### src/rtl/serial_subtractor_pkg.sv
// Shared definitions for the bit-serial subtractor: FSM state encodings and
// the bit-counter width helper.
package serial_subtractor_pkg;

  typedef enum logic [1:0] {
    IDLE  = 2'd0,
    SHIFT = 2'd1,
    DONE  = 2'd2
  } state_t;

  // Counter must hold N-1; a one-bit operand still needs a one-bit counter.
  function automatic int cnt_width(input int n);
    return (n <= 1) ? 1 : $clog2(n);
  endfunction

endpackage

### src/rtl/serial_subtractor_full_subtractor.sv
// Single-bit full subtractor cell: d = x - y - bi, bo set on underflow.
// Purely combinational so it can be exercised on its own over all 8 inputs.
module full_subtractor (
  input  logic x,
  input  logic y,
  input  logic bi,
  output logic d,
  output logic bo
);

  assign d  = x ^ y ^ bi;
  assign bo = (~x & y) | (~(x ^ y) & bi);

endmodule

### src/rtl/serial_subtractor.sv
// Bit-serial N-bit subtractor computing diff = a - b - bin, LSB first, through
// one full-subtractor cell and a registered borrow, with a start/busy/done handshake.
module serial_subtractor
  import serial_subtractor_pkg::*;
#(
  parameter int N = 4
) (
  input  logic         clk,
  input  logic         rst,
  input  logic         start,
  input  logic [N-1:0] a,
  input  logic [N-1:0] b,
  input  logic         bin,
  output logic         busy,
  output logic         done,
  output logic [N-1:0] diff,
  output logic         bout
);

  localparam int            CW   = cnt_width(N);
  localparam logic [CW-1:0] LAST = CW'(N - 1);

  state_t        state_r;
  state_t        state_s;
  logic [N-1:0]  a_r;
  logic [N-1:0]  b_r;
  logic [N-1:0]  res_r;
  logic [N-1:0]  res_s;
  logic          br_r;
  logic [CW-1:0] cnt_r;
  logic          d_s;
  logic          bo_s;
  logic          last_s;
  logic          busy_s;
  logic          done_s;

  full_subtractor u_fs (
    .x  (a_r[0]),
    .y  (b_r[0]),
    .bi (br_r),
    .d  (d_s),
    .bo (bo_s)
  );

  // New bit enters at the MSB so that after N shifts bit 0 holds the LSB.
  generate
    if (N == 1) begin : g_res_one
      assign res_s = d_s;
    end else begin : g_res_many
      assign res_s = {d_s, res_r[N-1:1]};
    end
  endgenerate

  assign last_s = (cnt_r == LAST);

  // Next-state logic.
  always_comb begin
    state_s = state_r;
    case (state_r)
      IDLE: begin
        if (start) state_s = SHIFT;
        else       state_s = IDLE;
      end
      SHIFT: begin
        if (last_s) state_s = DONE;
        else        state_s = SHIFT;
      end
      DONE:    state_s = IDLE;
      default: state_s = IDLE;
    endcase
  end

  // Handshake outputs decoded from the next state, then registered.
  always_comb begin
    busy_s = (state_s == SHIFT);
    done_s = (state_s == DONE);
  end

  // State register and registered handshake outputs.
  always_ff @(posedge clk) begin
    if (rst) begin
      state_r <= IDLE;
      busy    <= 1'b0;
      done    <= 1'b0;
    end else begin
      state_r <= state_s;
      busy    <= busy_s;
      done    <= done_s;
    end
  end

  // Operand/result shift registers, borrow flop, bit counter and result hold.
  always_ff @(posedge clk) begin
    if (rst) begin
      a_r   <= '0;
      b_r   <= '0;
      res_r <= '0;
      br_r  <= 1'b0;
      cnt_r <= '0;
      diff  <= '0;
      bout  <= 1'b0;
    end else begin
      case (state_r)
        IDLE: begin
          if (start) begin
            a_r   <= a;
            b_r   <= b;
            br_r  <= bin;
            cnt_r <= '0;
            res_r <= '0;
          end
        end
        SHIFT: begin
          a_r   <= a_r >> 1'b1;
          b_r   <= b_r >> 1'b1;
          br_r  <= bo_s;
          cnt_r <= cnt_r + CW'(1);
          res_r <= res_s;
          if (last_s) begin
            diff <= res_s;
            bout <= bo_s;
          end
        end
        default: begin
        end
      endcase
    end
  end

endmodule
### config.mk
export PLATFORM = sky130hd
export DESIGN_NAME = serial_subtractor
export DESIGN_NICKNAME = d
export VERILOG_FILES = /design/src/rtl/serial_subtractor_pkg.sv /design/src/rtl/serial_subtractor_full_subtractor.sv /design/src/rtl/serial_subtractor.sv
export SDC_FILE = /design/constraint.sdc
export NUM_CORES = 1
export LEC_CHECK = 0
export CAP_MARGIN = 20
export CORE_AREA = 2 2 50 63
export CTS_CLUSTER_DIAMETER = 150
export DETAILED_ROUTE_END_ITERATION = 8
export DIE_AREA = 0 0 52 65
export HOLD_SLACK_MARGIN = 0.15
export SLEW_MARGIN = 20
export SYNTH_ARGS = -nofsm -noshare
export SYNTH_HDL_FRONTEND = slang
export SYNTH_HIERARCHICAL = 1
export SYNTH_SLANG_ARGS = --single-unit
### constraint.sdc
create_clock -name clk -period 3.2 [get_ports clk]
set_input_delay 0.64 -clock clk [delete_from_list [all_inputs] [get_ports clk]]
set_output_delay 0.64 -clock clk [all_outputs]
set_load 0.1 [all_outputs]
# Word-level counts from Yosys, hierarchy flattened
# Cells that the tools add are included.
[word_totals] inputBits=12 register_bits=24 wordCells=40
[op_classes] n_addsub=1 eq_ne=5 bitwise_logic=7 reduce_logical=4 muxes=13
[op_table] op="$pmux W4 S2" n=3
[op_table] op="$mux W4" n=3
[op_table] op="$pmux W2 S2" n=2
[op_table] op="$eq A2 B1 Y1 const B" n=2
[op_table] op="$eq A2 B2 Y1 const B" n=2
[op_table] op="$mux W2" n=2
[op_table] op="$reduce_and A2 Y1" n=2
[op_table] op="$add A2 B1 Y2 const B" n=1
[op_table] op="$and A1 B1 Y1" n=2
[op_table] op="$logic_not A2 Y1" n=1
[op_table] op="$mux W1" n=2
[op_table] op="$ne A2 B2 Y1 const B" n=1
[op_table] op="$not A1 Y1" n=2
[op_table] op="$pmux W1 S2" n=1
[op_table] op="$reduce_bool A2 Y1" n=1
[op_table] op="$xor A1 B1 Y1" n=2
[op_table] op="$or A1 B1 Y1" n=1

# Logic depth before layout (Yosys ltp)
# Gate-level depths: netlist of run 1.
[depth] depth_word=5 ltp_mapped=5 ltp_nobuf=5

# Modules after synthesis
# The synthesis of run 1 kept the hierarchy.
[by_module_without_submodules] module="serial_subtractor" seq_area_each_um2=460.4 area_each_um2=907.1 cells_each=90 n_inst=1
[by_module_without_submodules] module="full_subtractor" seq_area_each_um2=0.0 area_each_um2=31.3 cells_each=4 n_inst=1

# Least setup slack after synthesis of run 1
# OpenSTA, ideal clock, no wires.
[synth_path] path_kind="flip-flop to output port" from="register bout" to="output bout" required_ps=2560 path_buffers=0 arrival_time_ps=924 slack_ps=1636 stages_incl_launch_ff=1 path_cell_list="dfxtp_1"
[synth_rtl] item="start: declaration" line="serial_subtractor.sv:17" rtl="output logic bout"
[synth_rtl] item="start signal: assignment" line="serial_subtractor.sv:121" rtl="bout <= bo_s;"
# No word-level cell between the ends.

# Worst setup path in the final report of run 1
[layout_path] from="input rst" to="register b_r[0]"
[layout_rtl] item="start: declaration" line="serial_subtractor.sv:9" rtl="input logic rst,"
[layout_rtl] item="end signal: assignment" line="serial_subtractor.sv:115" rtl="b_r <= b_r >> 1'b1;"
[layout_rtl] item="end: declaration" line="serial_subtractor.sv:26" rtl="logic [N-1:0] b_r;"
# No word-level cell between the ends.

==> impl_metrics.toml, run 1 <==
[route]
drt-initial-drc-count = 10
drc = 0
via_per_inst = 4.71
wl_per_cell_um = 10.8
ant_nets = 0
drt-pass1-iter-count = 4
vias = 692
drt_wl_total_um = 1580

[synth]
synth_area_um2 = 938
synth_top_cell_by_area = "dfxtp_1"
yosys_most_used_dff = "dfxtp_1"
ys.warnings.count = 6
synth-async-reset-ratio = 0
synth_common_cells = "dfxtp_1 (23), nor2_1 (13), mux2i_1 (9), a22oi_1 (6)"
syn-num-nets = 108
yosysTopAreaCellShare = 0.491
syn_inst = 94
synth.avg_cell_area_um2 = 9.98
yosysUniqueCellTypes = 23
synth_most_common_cell = "dfxtp_1"
synth-seq-area-share = 0.491
synth_area_leaders = "dfxtp_1 (49%), mux2i_1 (9.6%), nor2_1 (5.2%), a22oi_1 (4.8%), a211oi_2 (4.0%)"
synth_edf_count = 0
synth_seq_cells = 23

[timing]
tns_ns = 0
finalSetupViolations = 0
slew_violations = 0
min_period_over_period = 0.518
slew_headroom = 0.431
finClkSkew_ns = 0.00662
max_freq_mhz = 604
hold_violations = 0
rsz0062_at_grt = "no"
worst_slew_pin_slew_ns = 0.850
period_needed_ns = 1.66

[layout]
antennaDiodeCount = 0
final_nets = 126
syn2layout_area_growth_pct = 21.2
drive_gt1_frac = 0.153

[grt]
overflow = 0
grt_max_degree = 24
grt_use_met1 = 0.119
grt_antenna_before_repair = 0
grt_util_all_layers = 0.105
busiest_layer = "met2"
grt_pass1_vias = 638
grt_pass1_wl_um = 2690
gr-usage-met3 = 0.0207
use_met2 = 0.179

[setup_path]
r2r_end = "a_r[3]"
worstSetupPathType = "in2reg"
startpoint_type = "input port"
r2r_start = "state_r[0]"
cp.arrival_ns = 1.86
worst-r2r-setup-slack_ns = 1.67
cp_top_family = "buffers and inverters"
end_kind = "flop"
crit_path_cell_trace = "clkdlybuf4s50_1, a211oi_1"
reg2reg_depth = 3
crit_buf_inv = 1
cp.depth = 2
slowest_delay_ns = 0.84
worstPathRequired_ns = 3.41
slowest_stage = "clkdlybuf4s50_1"
path_max_fanout = 23

[clocking]
cts_tree = "built"
cts_buffers = 3
root_buffer = "clkbuf_4"
insertion_delay_ns = 0.30
cts_buffer_depth = 2
cts_hold_buf = 0
cts_resized = 0
post-cts-setup-buffers = 0
cts_max_level = 1
clk_pin_slew_ns = 0.11
cts.sinks = 23

[floorplanning]
die_h_um = 65
die_w_um = 52
pin_count = 19
start_util = 0.331
dieArea_mm2 = 0.00338
coreArea_mm2 = 0.00284
rows = 22

[power_and_ir_drop]
vdd_drop_max_uv = 206
powerDensity_mw_per_mm2 = 453
power_uw = 515
power_leakage_nw = 0.434

[place]
io_buffers = 18
gp_congestion = 0.720

[job]
cap_violations = 0

[worst_hold_path]
whs_endpoint = "diff[0]"
min_path_type = "reg2reg"
hold_start = "diff[0]"
whs_path_depth = 2

[run_status]
status = "complete, no violations"
-- cell families after synthesis --
| family | Yosys count | synth area share |
|---|---|---|
| and+or+nand+nor | 31 | 0.153 |
| DFF | 23 | 0.491 |
| adders and majority gates | 2 | 0.0347 |
| AOI/OAI and AO/OA | 20 | 0.172 |
| muxes | 9 | 0.0960 |
| buffers and inverters | 9 | 0.0533 |
-- where the power goes --
| part | total, mW | internal, mW | switching (mW) | leakage, nW |
|---|---|---|---|---|
| sequential | 0.312 | 0.300 | 0.0119 | 0.188 |
| combinational | 0.0726 | 0.0353 | 0.0373 | 0.231 |
| clock | 0.130 | 0.0486 | 0.0817 | 0.0150 |
| total | 0.515 | 0.384 | 0.131 | 0.434 |
-- layout by cell type, fill, tap and decap left out --
cell	synthesis	final
nor3_1	2	2
fa_1	1	1
clkbuf_1	1	1
and2b_1	1	1
clkdlybuf4s50_1	0	11
nor2_1	13	13
nand3_1	5	5
nor2_2	3	3
a211oi_1	4	4
o21bai_1	1	1
a22oi_1	6	6
clkbuf_4	0	3
ha_1	1	1
nand2_1	5	5
a21oi_1	5	5
mux2i_1	9	9
a211oi_2	3	3
dfxtp_1	23	23
nand3b_1	1	1
inv_1	4	4
o21ba_4	1	1
buf_4	0	7
nor3b_1	1	1
-- how the worst max path moves through the flow --
stage,startpoint,end
after global routing,start,res_r[3]
after global placement,rst,busy
final,rst,b_r[0]
after detailed placement,rst,b_r[0]
after CTS,rst,b_r[0]
after floorplan,bout,bout
-- flip-flops by register name, summed over array words and instances, names as in the netlist --
| name | flops |
|---|---|
| a_r | 4 |
| b_r | 4 |
| diff | 4 |
| res_r | 3 |
| cnt_r | 2 |
| state_r | 2 |
| bout | 1 |
| br_r | 1 |
| busy | 1 |
| done | 1 |
-- through the flow --
stage           util  hold slack, ns  instances  cell area (um2)  worst slack, ns
6_report       0.401           0.464        147             1140             1.54
2_1_floorplan      -           0.444         94              938             1.64
3_5_place_dp   0.392           0.452        143             1110             1.22
3_3_place_gp   0.392           0.449        143             1110             1.25
4_1_cts        0.401           0.470        147             1140             1.55
5_1_grt        0.401           0.482        147             1140             1.46
-- routing by layer --
layer / vias to the layer above / wire (um)
li1: 362 / -
met1: 312 / 701
met2: 14 / 775
met3: 4 / 70
met4: 0 / 35
met5: - / 0
-- area by class of cell --
cell class / count / area (um2)
multi-input cells: 62 / 428
flip-flops and latches: 23 / 460
well taps: 36 / 45.0
fillers: 303 / 1700
inverters: 4 / 15.0
clock buffers: 4 / 26.3
repair buffers: 18 / 163
Power figures use the tool's default switching activity.
==> inputs of run 2 (changes only) <==
- clock period: 3.2 -> 1.5 ns (I/O delays scaled with it)
==> run 2 against run 1 <==
  * Power is 120% higher
  * Register-to-register slack worse by 1.4 ns
  * Core utilization is 4.1 points higher
  * Global-route usage is 1.4 points higher
  * First-iteration DRC count is 30% higher
  * Worst setup slack worse by 1.3 ns
  * Wire length is 9.4% higher
  * Hold slack better by 0.019 ns
  * Combinational power is 140% higher
  * Clock power is 120% higher
  * Cell count is 2.7% higher
  * Clock skew is 0.0032 ns lower
  * Critical endpoint is now br_r
==> impl_metrics.toml, run 2 (same netlist as run 1, synthesis figures left out) <==
[run_status]
status = "complete, no violations"

[timing]
slew_headroom = 0.671
slew_violations = 0
max_freq_mhz = 792
tns_ns = 0
whs_ns = 0.483
hold_violations = 0
finClkSkew_ns = 0.00339
worst_slew_pin_slew_ns = 0.493
finalSetupViolations = 0
period_needed_ns = 1.26
rsz0062_at_grt = "no"
min_period_over_period = 0.842

[route]
drt_wl_total_um = 1730
via_per_inst = 4.79
vias = 723
wl_per_cell_um = 11.5
drt-pass1-iter-count = 4
drt-initial-drc-count = 13
drc = 0
ant_nets = 0

[clocking]
cts_max_level = 1
cts_tree = "built"
cts_buffer_depth = 2
clk_pin_slew_ns = 0.12
insertion_delay_ns = 0.30
post-cts-setup-buffers = 0
cts_buffers = 3
root_buffer = "clkbuf_4"
cts_hold_buf = 0
cts_resized = 0
cts.sinks = 23

[grt]
gr-usage-met3 = 0.0207
busiest_layer = "met2"
grt_antenna_before_repair = 0
grt_pass1_wl_um = 3010
overflow = 0
grt_max_degree = 18
grt_util_all_layers = 0.120
use_met2 = 0.203
grt_pass1_vias = 663
grt_use_met1 = 0.141

[layout]
final_cell_count_no_fill = 151
fillCellCount = 289
final_nets = 130
reg.largest.list = "a_r: 4 flops, b_r: 4 flops, diff: 4 flops"
drive_gt1_frac = 0.183
layout_commonest_cell = "dfxtp_1"
mostFrequentLayoutCells = "dfxtp_1 (23), nor2_1 (13), clkdlybuf4s50_1 (11)"
syn2layout_area_growth_pct = 33.7
antennaDiodeCount = 0

[power_and_ir_drop]
powerDensity_mw_per_mm2 = 894
vdd_drop_max_uv = 373
clockPowerShare = 0.253
p_sw_frac = 0.260
intPower_uw = 831
power_leakage_nw = 0.474
combinationalPowerShare = 0.156
seqPwrFrac = 0.590
switchingPower_uw = 291

[place]
dp_cells = 147
hpwl_um = 1330
io_buffers = 18
gp_congestion = 0.804

[setup_path]
slowest_delay_ns = 0.41
worstSetupPathType = "reg2reg"
end_kind = "flop"
worst-r2r-setup-slack_ns = 0.24
crit_path_cell_trace = "inv_1, fa_1, inv_1, mux2i_1, a211oi_2"
path_max_fanout = 2
r2r_end = "br_r"
r2r_start = "b_r[0]"
cp_common_cell = "inv_1"
worstPathRequired_ns = 1.74
startpoint_type = "flop"
slowest_stage = "fa_1"
cp.arrival_ns = 1.50
reg2reg_depth = 5

[job]
cap_violations = 0

[floorplanning]
coreArea_mm2 = 0.00284
die_w_um = 52
start_util = 0.331
rows = 22
pin_count = 19
die_h_um = 65
dieArea_mm2 = 0.00338

[worst_hold_path]
whs_endpoint = "diff[0]"
whs_path_depth = 2
hold_start = "res_r[1]"
min_path_type = "reg2reg"
-- run 2: changes by cell type in the layout (fill, tap and decap cells not counted), sizes merged --
cell	delta
buf	+4
-- run 2: through the flow --
step            util  total power, mW  setup WS, ns  instance area [um2]
6_report       0.443             1.12         0.237                 1250
5_1_grt        0.443             1.19         0.133                 1250
4_1_cts        0.443             1.14         0.223                 1250
3_5_place_dp   0.433            0.855       -0.0411                 1230
3_3_place_gp   0.433            0.847       0.00615                 1230
2_1_floorplan      -            0.792         0.256                  938
-- run 2: worst max path at each step --
stage / cells past startpoint / from / slack, ns / to
after floorplan: 2 / bout / 0.26 / bout
after global placement: 4 / start / 0.006 / b_r[3]
after detailed placement: 4 / start / -0.04 / res_r[1]
after CTS: 5 / b_r[0] / 0.22 / br_r
after global routing: 3 / state_r[0] / 0.13 / a_r[2]
final: 5 / b_r[0] / 0.24 / br_r
-- run 2: final cells by class --
cell class / instances / area, um2 / area share
clock buffers: 4 / 26.3 / 0.0209
inverters: 4 / 15.0 / 0.0120
multi-input cells: 62 / 428 / 0.341
flip-flops and latches: 23 / 460 / 0.367
well taps: 36 / 45.0 / 0.0359
repair buffers: 22 / 280 / 0.223
-- run 2: power groups by stage --
stage | logic, mW | clock network [mW] | registers (mW)
final | 0.175 | 0.284 | 0.663
after global routing | 0.194 | 0.324 | 0.668
after CTS | 0.179 | 0.293 | 0.664
after detailed placement | 0.177 | 0 | 0.677
after global placement | 0.171 | 0 | 0.676
after floorplan | 0.108 | 0 | 0.684
-- run 2: worst max-delay path, delay by kind of cell (launching register included) --
family | cells | cell delay, ns
AOI/OAI and AO/OA | 1 | 0.21
adders and majority gates | 1 | 0.41
buffers and inverters | 2 | 0.14
DFF | 1 | 0.35
muxes | 1 | 0.08
-- run 2: routing by layer --
layer	part of all wire	routed length (um)	vias up
li1	-	-	368
met1	0.41	713	339
met2	0.54	942	14
met3	0.036	63	2
met4	0.0075	13	0
met5	0	0	-
==> inputs of run 3 (changes only) <==
- clock period: 1.5 -> 1.2 ns (I/O delays scaled with it)
==> run 3 against run 2 <==
  * The flow now finishes with violations (setup timing)
  * Register-to-register slack got worse by 0.26 ns
  * Clock skew decreased by 0.00054 ns
  * Core utilization is 2.5 points higher
  * Critical path type unchanged
  * Non-clock buffer count up 4
  * Global-route usage decreased by 0.30 points
  * Power rose by 27%
  * Critical path depth is 1 lower
  * Via count rose by 2.1%
==> impl_metrics.toml, run 3 (same netlist as run 1, synthesis figures left out) <==
[layout]
antennaDiodeCount = 0
mostFrequentLayoutCells = "nor2_1 (13), dfxtp_1 (12), dfxtp_2 (11), clkdlybuf4s50_1 (11), mux2i_1 (9)"
layout_commonest_cell = "nor2_1"
syn2layout_area_growth_pct = 41.2
final_util = 0.467
final_nets = 134
reg.largest.list = "a_r: 4 flops, b_r: 4 flops, diff: 4 flops"
drive_gt1_frac = 0.370
final_cell_count_no_fill = 155
fillCellCount = 285

[floorplanning]
die_w_um = 52
pin_count = 19
rows = 22
die_h_um = 65
dieArea_mm2 = 0.00338
coreArea_mm2 = 0.00284
start_util = 0.331

[route]
drt_wl_total_um = 1740
ant_nets = 0
drt-pass1-iter-count = 4
wl_per_cell_um = 11.3
drc = 0
via_per_inst = 4.76
drt-initial-drc-count = 21
vias = 738

[setup_path]
slowest_stage = "fa_2"
path_max_fanout = 2
slowest_delay_ns = 0.59
worstSetupPathType = "reg2reg"
reg2reg_depth = 4
worstPathRequired_ns = 1.44
startpoint_type = "flop"
cp_top_family = "adder cells"
crit_path_cell_trace = "inv_2, fa_2, nand3_2, a21oi_2"
r2r_start = "b_r[0]"
cp.arrival_ns = 1.46
end_kind = "flop"
r2r_end = "diff[3]"
crit_path_start = "b_r[0]"
crit_buf_inv = 1
worst-r2r-setup-slack_ns = -0.02

[grt]
grt_pass1_vias = 691
grt_antenna_before_repair = 0
grt_max_degree = 15
grt_pass1_wl_um = 2980
grt_util_all_layers = 0.117
overflow = 0

[worst_hold_path]
whs_endpoint = "diff[0]"
whs_path_depth = 2
min_path_type = "reg2reg"
hold_start = "res_r[1]"

[place]
dp_cells = 150
io_buffers = 18
gp_congestion = 0.816
hpwl_um = 1320
post-place-ws_ns = -0.294

[timing]
min_period_over_period = 1.02
slew_violations = 0
period_needed_ns = 1.22
worst_slew_pin_slew_ns = 0.350
rsz0062_at_grt = "yes"
hold_violations = 0
max_freq_mhz = 819
finClkSkew_ns = 0.00285
slew_headroom = 0.766
setup_ws_ns = -0.0216
finalSetupViolations = 1

[job]
cap_violations = 0

[power_and_ir_drop]
power_mw = 1.43
power_leakage_nw = 0.504
powerDensity_mw_per_mm2 = 1080
vdd_drop_max_uv = 643

[run_status]
status = "complete, but fails checks"
violations = "setup timing"

[clocking]
cts_max_level = 1
cts_buffer_depth = 2
root_buffer = "clkbuf_4"
insertion_delay_ns = 0.30
cts_buffers = 3
clk_pin_slew_ns = 0.12
cts_hold_buf = 0
cts.sinks = 23
cts_tree = "built"
run 3: area by class of cell:
| cell class | count | area, um2 | area share |
|---|---|---|---|
| flip-flops and latches | 23 | 474 | 0.358 |
| repair buffers | 26 | 310 | 0.234 |
| clock buffers | 4 | 26.3 | 0.0198 |
| multi-input cells | 62 | 454 | 0.343 |
| inverters | 4 | 15.0 | 0.0113 |
| well taps | 36 | 45.0 | 0.0340 |
run 3: per-layer routing:
| metal | global-route usage | routed length, um |
|---|---|---|
| met5 | 0 | 0 |
| met4 | 0.0493 | 21 |
| met1 | 0.134 | 755 |
| met2 | 0.206 | 895 |
| met3 | 0.0207 | 71 |
run 3: what timing repair did:
action / in CTS / in global routing
buffers inserted: 0 / 1
setup endpoints to repair: 8 / 10
gates resized for setup: 5 / 9
pin swaps: 1 / 0
run 3: metrics by stage:
stage / setup TNS (ns) / hold WS, ns / cell area [um2]
6_report: -0.0216 / 0.479 / 1330
5_1_grt: -0.112 / 0.498 / 1330
4_1_cts: -0.0221 / 0.484 / 1290
2_1_floorplan: 0 / 0.313 / 945
3_5_place_dp: -3.22 / 0.466 / 1260
3_3_place_gp: -2.51 / 0.458 / 1260
run 3: worst min-delay path: stages (launching register included):
cell and delay, ns:
dfxtp_1 0.34, nand3_1 0.06, a21oi_1 0.05
run 3: worst max-delay path by stage:
| stage | endpoint | slack (ns) | depth (start not counted) |
|---|---|---|---|
| after floorplan | res_r[3] | 0.04 | 4 |
| after CTS | diff[3] | -0.02 | 4 |
| after detailed placement | res_r[2] | -0.29 | 4 |
| final | diff[3] | -0.02 | 4 |
| after global placement | b_r[3] | -0.22 | 4 |
| after global routing | diff[3] | -0.06 | 4 |
run 3: where the power goes:
part           internal, mW  switching, mW  total (mW)
registers             0.803         0.0294       0.832
logic                 0.127          0.120       0.247
clock network         0.130          0.218       0.348
total                  1.06          0.368        1.43
